## src/rtl/perceptron_train_dp.sv

```systemverilog
// Perceptron datapath: serial multiply-accumulate inference over N_IN inputs,
// threshold activation, and an optional single-cycle perceptron weight update
// with saturating arithmetic. Weights and bias are loaded through a write port.
module perceptron_train_dp #(
  parameter int WIDTH    = 8,
  parameter int N_IN     = 4,
  parameter int WW       = 8,
  parameter int LR_SHIFT = 0,
  localparam int ACC_W   = WIDTH + WW + $clog2(N_IN) + 1
) (
  input  logic                          clk,
  input  logic                          reset,
  input  logic                          enable,
  input  logic                          start_i,
  input  logic                          train_i,
  input  logic                          target_i,
  input  logic [N_IN*WIDTH-1:0]         x_i,
  input  logic                          w_we_i,
  input  logic [$clog2(N_IN+1)-1:0]     w_idx_i,
  input  logic signed [WW-1:0]          w_data_i,
  output logic                          busy_o,
  output logic                          done_o,
  output logic                          y_o,
  output logic                          err_o,
  output logic signed [ACC_W-1:0]       acc_o
);

  typedef enum logic [1:0] {S_IDLE, S_MAC, S_ACT, S_UPD} state_t;
  typedef logic [$clog2(N_IN)-1:0]   idx_t;
  typedef logic [$clog2(N_IN+1)-1:0] widx_t;

  state_t                  r_state, w_next;
  idx_t                    r_idx;
  logic signed [WIDTH-1:0] r_x [N_IN];
  logic signed [WW-1:0]    r_w [N_IN];
  logic signed [WW-1:0]    r_b;
  logic                    r_train, r_target;
  logic signed [ACC_W-1:0] r_acc, r_acc_o;
  logic                    r_y, r_err, r_done;

  logic                          w_y, w_last, w_upd;
  logic signed [WIDTH-1:0]       w_x_sel;
  logic signed [WW-1:0]          w_w_sel;
  logic signed [WIDTH+WW-1:0]    w_prod;
  logic signed [ACC_W-1:0]       w_prod_ext;
  logic signed [WW-1:0]          w_w_new [N_IN];
  logic signed [WW-1:0]          w_b_new;

  function automatic logic signed [ACC_W-1:0] ext_w(input logic signed [WW-1:0] v);
    return {{(ACC_W-WW){v[WW-1]}}, v};
  endfunction

  function automatic logic signed [ACC_W-1:0] ext_x(input logic signed [WIDTH-1:0] v);
    return {{(ACC_W-WIDTH){v[WIDTH-1]}}, v};
  endfunction

  // Clamp a wide signed value into the WW-bit signed weight range.
  function automatic logic signed [WW-1:0] sat_ww(input logic signed [ACC_W-1:0] v);
    logic signed [ACC_W-1:0] hi, lo;
    hi = {{(ACC_W-WW+1){1'b0}}, {(WW-1){1'b1}}};
    lo = {{(ACC_W-WW+1){1'b1}}, {(WW-1){1'b0}}};
    if (v > hi)      sat_ww = {1'b0, {(WW-1){1'b1}}};
    else if (v < lo) sat_ww = {1'b1, {(WW-1){1'b0}}};
    else             sat_ww = v[WW-1:0];
  endfunction

  // Current MAC term: sign-extend both operands so the product is full precision.
  assign w_x_sel    = r_x[r_idx];
  assign w_w_sel    = r_w[r_idx];
  assign w_prod     = {{WW{w_x_sel[WIDTH-1]}}, w_x_sel} * {{WIDTH{w_w_sel[WW-1]}}, w_w_sel};
  assign w_prod_ext = {{(ACC_W-WIDTH-WW){w_prod[WIDTH+WW-1]}}, w_prod};

  assign w_y    = ~r_acc[ACC_W-1];
  assign w_last = (r_idx == idx_t'(N_IN-1));
  assign w_upd  = r_train && (w_y != r_target);

  // Candidate weights and bias after one perceptron step toward the target.
  always_comb begin
    // NOTE: every combinational output gets a value on every path, so no latch is inferred.
    w_b_new = sat_ww(ext_w(r_b) + (r_target ? {{(ACC_W-1){1'b0}}, 1'b1} : {ACC_W{1'b1}}));
    for (int k = 0; k < N_IN; k++) begin
      w_w_new[k] = sat_ww(ext_w(r_w[k]) + (r_target ? ext_x(r_x[k] >>> LR_SHIFT)
                                                    : -ext_x(r_x[k] >>> LR_SHIFT)));
    end
  end

  // Next-state decode.
  always_comb begin
    w_next = r_state;
    unique case (r_state)
      S_IDLE:  if (start_i) w_next = S_MAC;
      S_MAC:   if (w_last)  w_next = S_ACT;
      S_ACT:   w_next = w_upd ? S_UPD : S_IDLE;
      S_UPD:   w_next = S_IDLE;
      default: w_next = S_IDLE;
    endcase
  end

  // State register, frozen while enable is low.
  always_ff @(posedge clk or negedge reset) begin
    // NOTE: sequential state uses non-blocking assignments so every flop samples pre-edge values.
    if (!reset)      r_state <= S_IDLE;
    else if (enable) r_state <= w_next;
  end

  // Datapath registers: sample, accumulate, activate, update, and host weight writes.
  always_ff @(posedge clk or negedge reset) begin
    if (!reset) begin
      // NOTE: the weight file is small and must come up cleared, so it is reset like ordinary flops.
      for (int k = 0; k < N_IN; k++) begin
        r_w[k] <= '0;
        r_x[k] <= '0;
      end
      r_b      <= '0;
      r_idx    <= '0;
      r_train  <= 1'b0;
      r_target <= 1'b0;
      r_acc    <= '0;
      r_acc_o  <= '0;
      r_y      <= 1'b0;
      r_err    <= 1'b0;
      r_done   <= 1'b0;
    end else if (enable) begin
      r_done <= 1'b0;
      unique case (r_state)
        S_IDLE: begin
          if (start_i) begin
            for (int k = 0; k < N_IN; k++) r_x[k] <= x_i[k*WIDTH +: WIDTH];
            r_train  <= train_i;
            r_target <= target_i;
            r_acc    <= ext_w(r_b);
            r_idx    <= '0;
          end else if (w_we_i) begin
            // A start in the same cycle takes priority and drops the write.
            if (w_idx_i < widx_t'(N_IN))       r_w[w_idx_i[$clog2(N_IN)-1:0]] <= w_data_i;
            else if (w_idx_i == widx_t'(N_IN)) r_b <= w_data_i;
          end
        end
        S_MAC: begin
          r_acc <= r_acc + w_prod_ext;
          r_idx <= r_idx + 1'b1;
        end
        S_ACT: begin
          r_acc_o <= r_acc;
          r_y     <= w_y;
          r_err   <= (w_y != r_target);
          r_done  <= ~w_upd;
        end
        S_UPD: begin
          for (int k = 0; k < N_IN; k++) r_w[k] <= w_w_new[k];
          r_b    <= w_b_new;
          r_done <= 1'b1;
        end
        default: ;
      endcase
    end
  end

  assign busy_o = (r_state != S_IDLE);
  assign done_o = r_done;
  assign y_o    = r_y;
  assign err_o  = r_err;
  assign acc_o  = r_acc_o;

endmodule

```

## config.mk

```make
export PLATFORM = sky130hd
export DESIGN_NAME = perceptron_train_dp
export DESIGN_NICKNAME = d
export VERILOG_FILES = /design/src/rtl/perceptron_train_dp.sv
export SDC_FILE = /design/constraint.sdc
export NUM_CORES = 1
export LEC_CHECK = 0
export BUFFER_PORTS_ARGS = -buffer_cell sky130_fd_sc_hd__buf_2
export CAP_MARGIN = 40
export CORE_MARGIN = 2
export CORE_UTILIZATION = 40
export DETAILED_ROUTE_END_ITERATION = 8
export PLACE_DENSITY = 0.56
export SYNTH_ARGS = -nofsm -noshare
export SYNTH_HDL_FRONTEND = slang
export SYNTH_SLANG_ARGS = --single-unit
```

## constraint.sdc

```tcl
create_clock -name clk -period 20.1 [get_ports clk]
set_clock_uncertainty 0.05 [all_clocks]
set_input_delay 4.02 -clock clk [delete_from_list [all_inputs] [get_ports clk]]
set_output_delay 4.02 -clock clk [all_outputs]
set_load 0.05 [all_outputs]
```

# Word-level counts from Yosys, hierarchy flattened
# Cells that the tools add are included.
word_totals:
  ff_bits: 119
  latch_bits: 0
  ram_bits: 0
  romBits: 0
  inputBits: 50
  output_inout_bits: 23
  wordCells: 115
  memories: 0
classes:
  add_sub_neg: 11
  n_mul: 1
  div: 0
  magnitude_cmp: 14
  eq_ne: 13
  shifts: 0
  n_mux: 42
  bitwise_logic: 4
  n_reduce_logical: 12
op_table:
  columns: ["operator", "n"]
  rows:
  - ["8-bit two-way mux", 19]
  - ["19-bit two-way mux", 6]
  - ["32-bit two-way mux", 3]
  - ["19-bit by 8-bit > comparator with 1-bit output, second input constant", 5]
  - ["19-bit by 8-bit less-than comparator with 1-bit output, second input constant", 5]
  - ["8-bit by 19-bit adder with 19-bit output", 4]
  - ["8-bit negator with 19-bit output", 4]
  - ["32-bit case mux with 2 select lines", 1]
  - ["19-bit case mux with 2 select lines", 1]
  - ["8-bit binary-select mux with 2-bit select", 2]
  - ["32-bit bitwise mux", 1]
  - ["19-bit by 16-bit adder with 19-bit output", 1]
  - ["19-bit adder", 1]
  - ["8-bit demux with 2-bit select", 1]
  - ["8-bit by 8-bit multiplier with 16-bit output", 1]
  - ["8-bit case mux with 2 select lines", 1]
  - ["2-bit != test, second input constant", 7]
  - ["3-bit AND reduction", 3]
  - ["2-bit two-way mux", 4]
  - ["2-bit case mux with 4 select lines", 1]
  - ["2-bit == test, second input constant", 3]
  - ["3-bit greater-or-equal comparator, second input constant", 2]
  - ["2-bit inverter with 3-bit output", 2]
  - ["6-bit AND reduction", 1]
  - ["14 further kinds", 18]

# Depth between registers and ports, before layout
logic_depth:
  word_depth: 10
  ltp_mapped: 25
  mapped_depth_nobuf: 23

# Worst setup path before layout
# Ideal clock, no wire load.
synth_path:
  path_kind: "reg2reg"
  startpoint: "reg r_idx[1]"
  endpoint: "reg r_acc[17]"
  setup_ps: 131
  arrival_ps: 6238
  required_ps: 19919
  slack_ps: 13681
  stages_incl_launch_ff: 22
  path_buffers: 2
  period_less_slack_ps: 6419
  path_cell_list: "dfrtp_1 -> clkbuf_1 -> clkbuf_1 -> mux4_2 -> and2_1 -> inv_1 -> fa_1 -> inv_1 -> fa_1 -> fa_1 -> fa_1 -> fa_1 -> ha_1 -> inv_1 -> o21ai_0 -> a21oi_1 -> o21ai_0 -> a211oi_1 -> o21ai_0 -> a31oi_1 -> mux2i_1 -> a21oi_1"
synth_via:
  elab_chain_len: 7
  word_cells_on_any_way: 10
  cone_classes: "add/sub: 1; mul: 1; mux: 7; bitwise: 1"
synth_lines:
  columns: ["element", "line_no", "source"]
  rows:
  - ["start: declaration", "33", "idx_t r_idx;"]
  - ["start signal: assignment", "141", "r_idx <= r_idx + 1'b1;"]
  - ["2-bit inverter with 3-bit output (implied by the code) (*)", "68, 69", null]
  - ["8-bit binary-select mux with 2-bit select, on equally long branches", "68, 69", null]
  - ["8-bit two-way mux, on equally long branches (2 in series)", "68, 69", null]
  - ["8-bit by 8-bit multiplier with 16-bit output (*)", "70", "assign w_prod = {{WW{w_x_sel[WIDTH-1]}}, w_x_sel} * {{WIDTH{w_w_sel[WW-1]}}, w_w_sel};"]
  - ["19-bit by 16-bit adder with 19-bit output (*)", "140", "r_acc <= r_acc + w_prod_ext;"]
  - ["19-bit case mux with 2 select lines (*)", "125", "unique case (r_state)"]
  - ["end signal: assignment", "131", "r_acc <= ext_w(r_b);"]
  - ["end signal: assignment", "140", null]
  - ["end: declaration", "38", "logic signed [ACC_W-1:0] r_acc, r_acc_o;"]
# Mark *: on every way between the ends. The rest lies on a longest branch, timed or not. The select of a mux whose other input is x is not followed.
# A chain may end at the register's enable or synchronous reset.

# Final worst setup path
layout_path:
  startpoint: "reg r_idx[1]"
  endpoint: "reg r_acc[18]"
# The elaborated chain is that of the path after synthesis.

==> results.py <==
metrics = {
    "worst_setup_path": {
        "slowest_stage": "dfrtp_1",
        "required_ns": 20.38,
        "crit_fanout": 19,
        "r2r_start": "r_idx[1]",
        "arrival_ns": 7.11,
        "crit_path_cell_trace": "mux4_2, and2_1, inv_1, fa_1, inv_1, fa_1, fa_1, fa_1, fa_1, ha_1, o21ai_0, a21boi_0, o21ai_0, a21oi_1, o21ai_0, a21oi_1, o41ai_1, mux2i_1, nor2_1",
        "r2r_slack_ns": 13.27,
        "crit_top_cell": "fa_1",
        "path_buf_inv": 2,
        "r2r-end": "r_acc[18]",
        "crit_path_max_incr_delay_ns": 0.89,
        "end_kind": "flip-flop",
        "path_class": "flip-flop to flip-flop",
        "r2r_cells": 19,
        "worst_setup_path_start_kind": "flip-flop",
        "critPathTopFamily": "adder cells",
    },
    "clocking": {
        "cts_tree": "yes",
        "cts_max_level": 4,
        "ctsResizeCount": 0,
        "clk_latency_ns": 0.44,
        "clock_path_buffers": 2,
        "clk_pin_slew_ns": 0.07,
        "postCtsHoldBufs": 0,
        "cts_sinks": 119,
        "cts_buffers": 17,
        "cts_root_buf": "clkbuf_16",
        "post_cts_buffers": 0,
    },
    "timing": {
        "tightest_slew_ns": 0.842,
        "fin_crit_sh_pct": 34.0,
        "setup_tns_ns": 0,
        "max_slew_margin_pct": 43.9,
        "hold_violations": 0,
        "period_minus_slack_ns": 6.83,
        "fmax_mhz": 146,
        "setup_viol": 0,
        "drv_slew": 0,
        "rsz0062_at_grt": "no",
    },
    "synthesis": {
        "ys_warn_count": 0,
        "postSynth.asyncResetShare_pct": 100,
        "syn-num-nets": 1933,
        "synth_cells": 1652,
        "synth-seq-cells": 119,
        "synth_edf_count": 0,
        "ys_seq_area_share_pct": 20.8,
        "syn_avg_cell_area_um2": 8.69,
        "synth_area_um2": 14400,
        "yosys.cell_types.count": 81,
        "synth-main-ff-cell": "dfrtp_1",
    },
    "floorplanning": {
        "die-area_um2": 37400,
        "initial_core_util_pct": 40.4,
        "core_um2": 35500,
        "die_x_um": 193,
        "rows": 69,
        "die_height_um": 193,
        "ios": 73,
    },
    "drt": {
        "postRouteAntennaNets": 0,
        "drc": 0,
        "dr.pass1.iters": 7,
        "routed-wl-met2_um": 18300,
        "dr.first_iter.drc_count": 594,
        "routed_wl_um": 39700,
        "top_layer": "met4",
        "met1_length_um": 19000,
        "post_drt_wl_per_cell_um": 18.2,
        "drt-vias-per-instance": 5.53,
        "num_vias": 12100,
        "met3_length_um": 1860,
    },
    "place": {
        "dp_hpwl_um": 32100,
        "gp_congestion": 0.890,
        "port-buffer-count": 72,
    },
    "layout": {
        "fin_nets": 1984,
        "mostFrequentLayoutCell": "inv_1",
        "fin_util_pct": 44.5,
        "regArea_um2": 2980,
        "final_layout_size_suffix_gt1_share_pct": 11.5,
        "n_fill_cell": 3483,
        "multi_input_area_um2": 10500,
        "area_growth_pct": 10.1,
        "final_cell_mix": "inv_1 (165), nand2_1 (157), ha_1 (140)",
    },
    "grt": {
        "antenna_found_initial": 2,
        "first_global_vias": 11900,
        "grt_start_max_net_pins": 57,
        "overflow": 0,
        "track_usage_pct": 21.4,
        "grt_pass1_wl_um": 64100,
    },
    "worst_hold_path": {
        "hp-class": "flip-flop to flip-flop",
        "whs_path_depth": 2,
        "min_to": "acc_o[5]",
        "hold_start": "acc_o[5]",
    },
    "status": {
        "run_status": "finished, final reports clean",
    },
    "run": {
        "cap_violations": 0,
    },
}
## kinds of logic after synthesis
logic type | Yosys count | synth area share, %
AO/OA/AOI/OAI | 425 | 19.8
multiplexers | 73 | 6.76
adder cells (fa/ha/maj) | 231 | 24.9
AND/OR/NAND/NOR | 494 | 16.3
buffers and inverters | 217 | 5.75
XOR/XNOR | 93 | 5.68
flip-flops | 119 | 20.8
## synthesized netlist by cell type (all sizes together) (27+ instances only)
master  number  area, um^2
nor3        32         160
clkbuf      45         169
o21ai      104         521
inv        165         619
nor2       135         509
dfrtp      119        2980
nand2      157         589
a21oi      105         526
a21o        27         203
fa          91        1820
xnor2       49         429
and2        44         275
ha         140        1750
mux2        41         462
xor2        44         385
nand3       28         140
## through the flow
step | hold WS (ns) | area [um^2] | std cells | setup slack [ns]
finish | 0.420 | 15800 | 2178 | 13.27
detailed placement | 0.416 | 15200 | 2144 | 13.20
global route | 0.444 | 15800 | 2178 | 12.69
global placement | 0.408 | 15100 | 2140 | 13.37
CTS | 0.428 | 15800 | 2175 | 13.18
floorplan | 0.400 | 14400 | 1652 | 13.68
## layout make-up
cell class              count  share of cell area (%)
inverters                 165                    3.92
clock inverters             9                   0.634
flip-flops and latches    119                    18.9
clock buffers              22                    3.00
repair buffers             84                    3.12
diodes                      2                  0.0317
multi-input cells        1316                    66.8
well taps                 461                    3.65
## state kept, by name, indices dropped and copies added, names as in the netlist
register  count
r_idx         2
r_w          32
r_train       1
r_target      1
r_state       2
y_o           1
r_b           8
r_x          32
acc_o        19
done_o        1
r_acc        19
err_o         1
## worst min-delay path: cells and delay by family, from the launching register on
family             cells  cell delay (ns)
DFF                    1             0.33
AOI/OAI and AO/OA      1             0.06
and+or+nand+nor        1             0.04
## layer usage
metal	GRT usage, %	up-vias
met4	4.41	0
met3	3.09	28
li1	-	5942
met2	35.0	283
met5	0	-
met1	30.2	5798
## worst max path at each step
stage,from,endpoint,slack (ns),cells past startpoint
2_1_floorplan,r_idx[1],r_acc[17],13.68,21
3_3_place_gp,r_idx[0],r_acc[17],13.37,19
3_5_place_dp,r_idx[0],r_acc[18],13.20,19
4_1_cts,r_idx[0],r_acc[18],13.18,19
5_1_grt,r_idx[1],r_acc[18],12.69,19
6_report,r_idx[1],r_acc[18],13.27,19
Power is left out: the tool's default activity adds up to more than one toggle a clock period on the data nets, which glitch-free logic cannot reach.
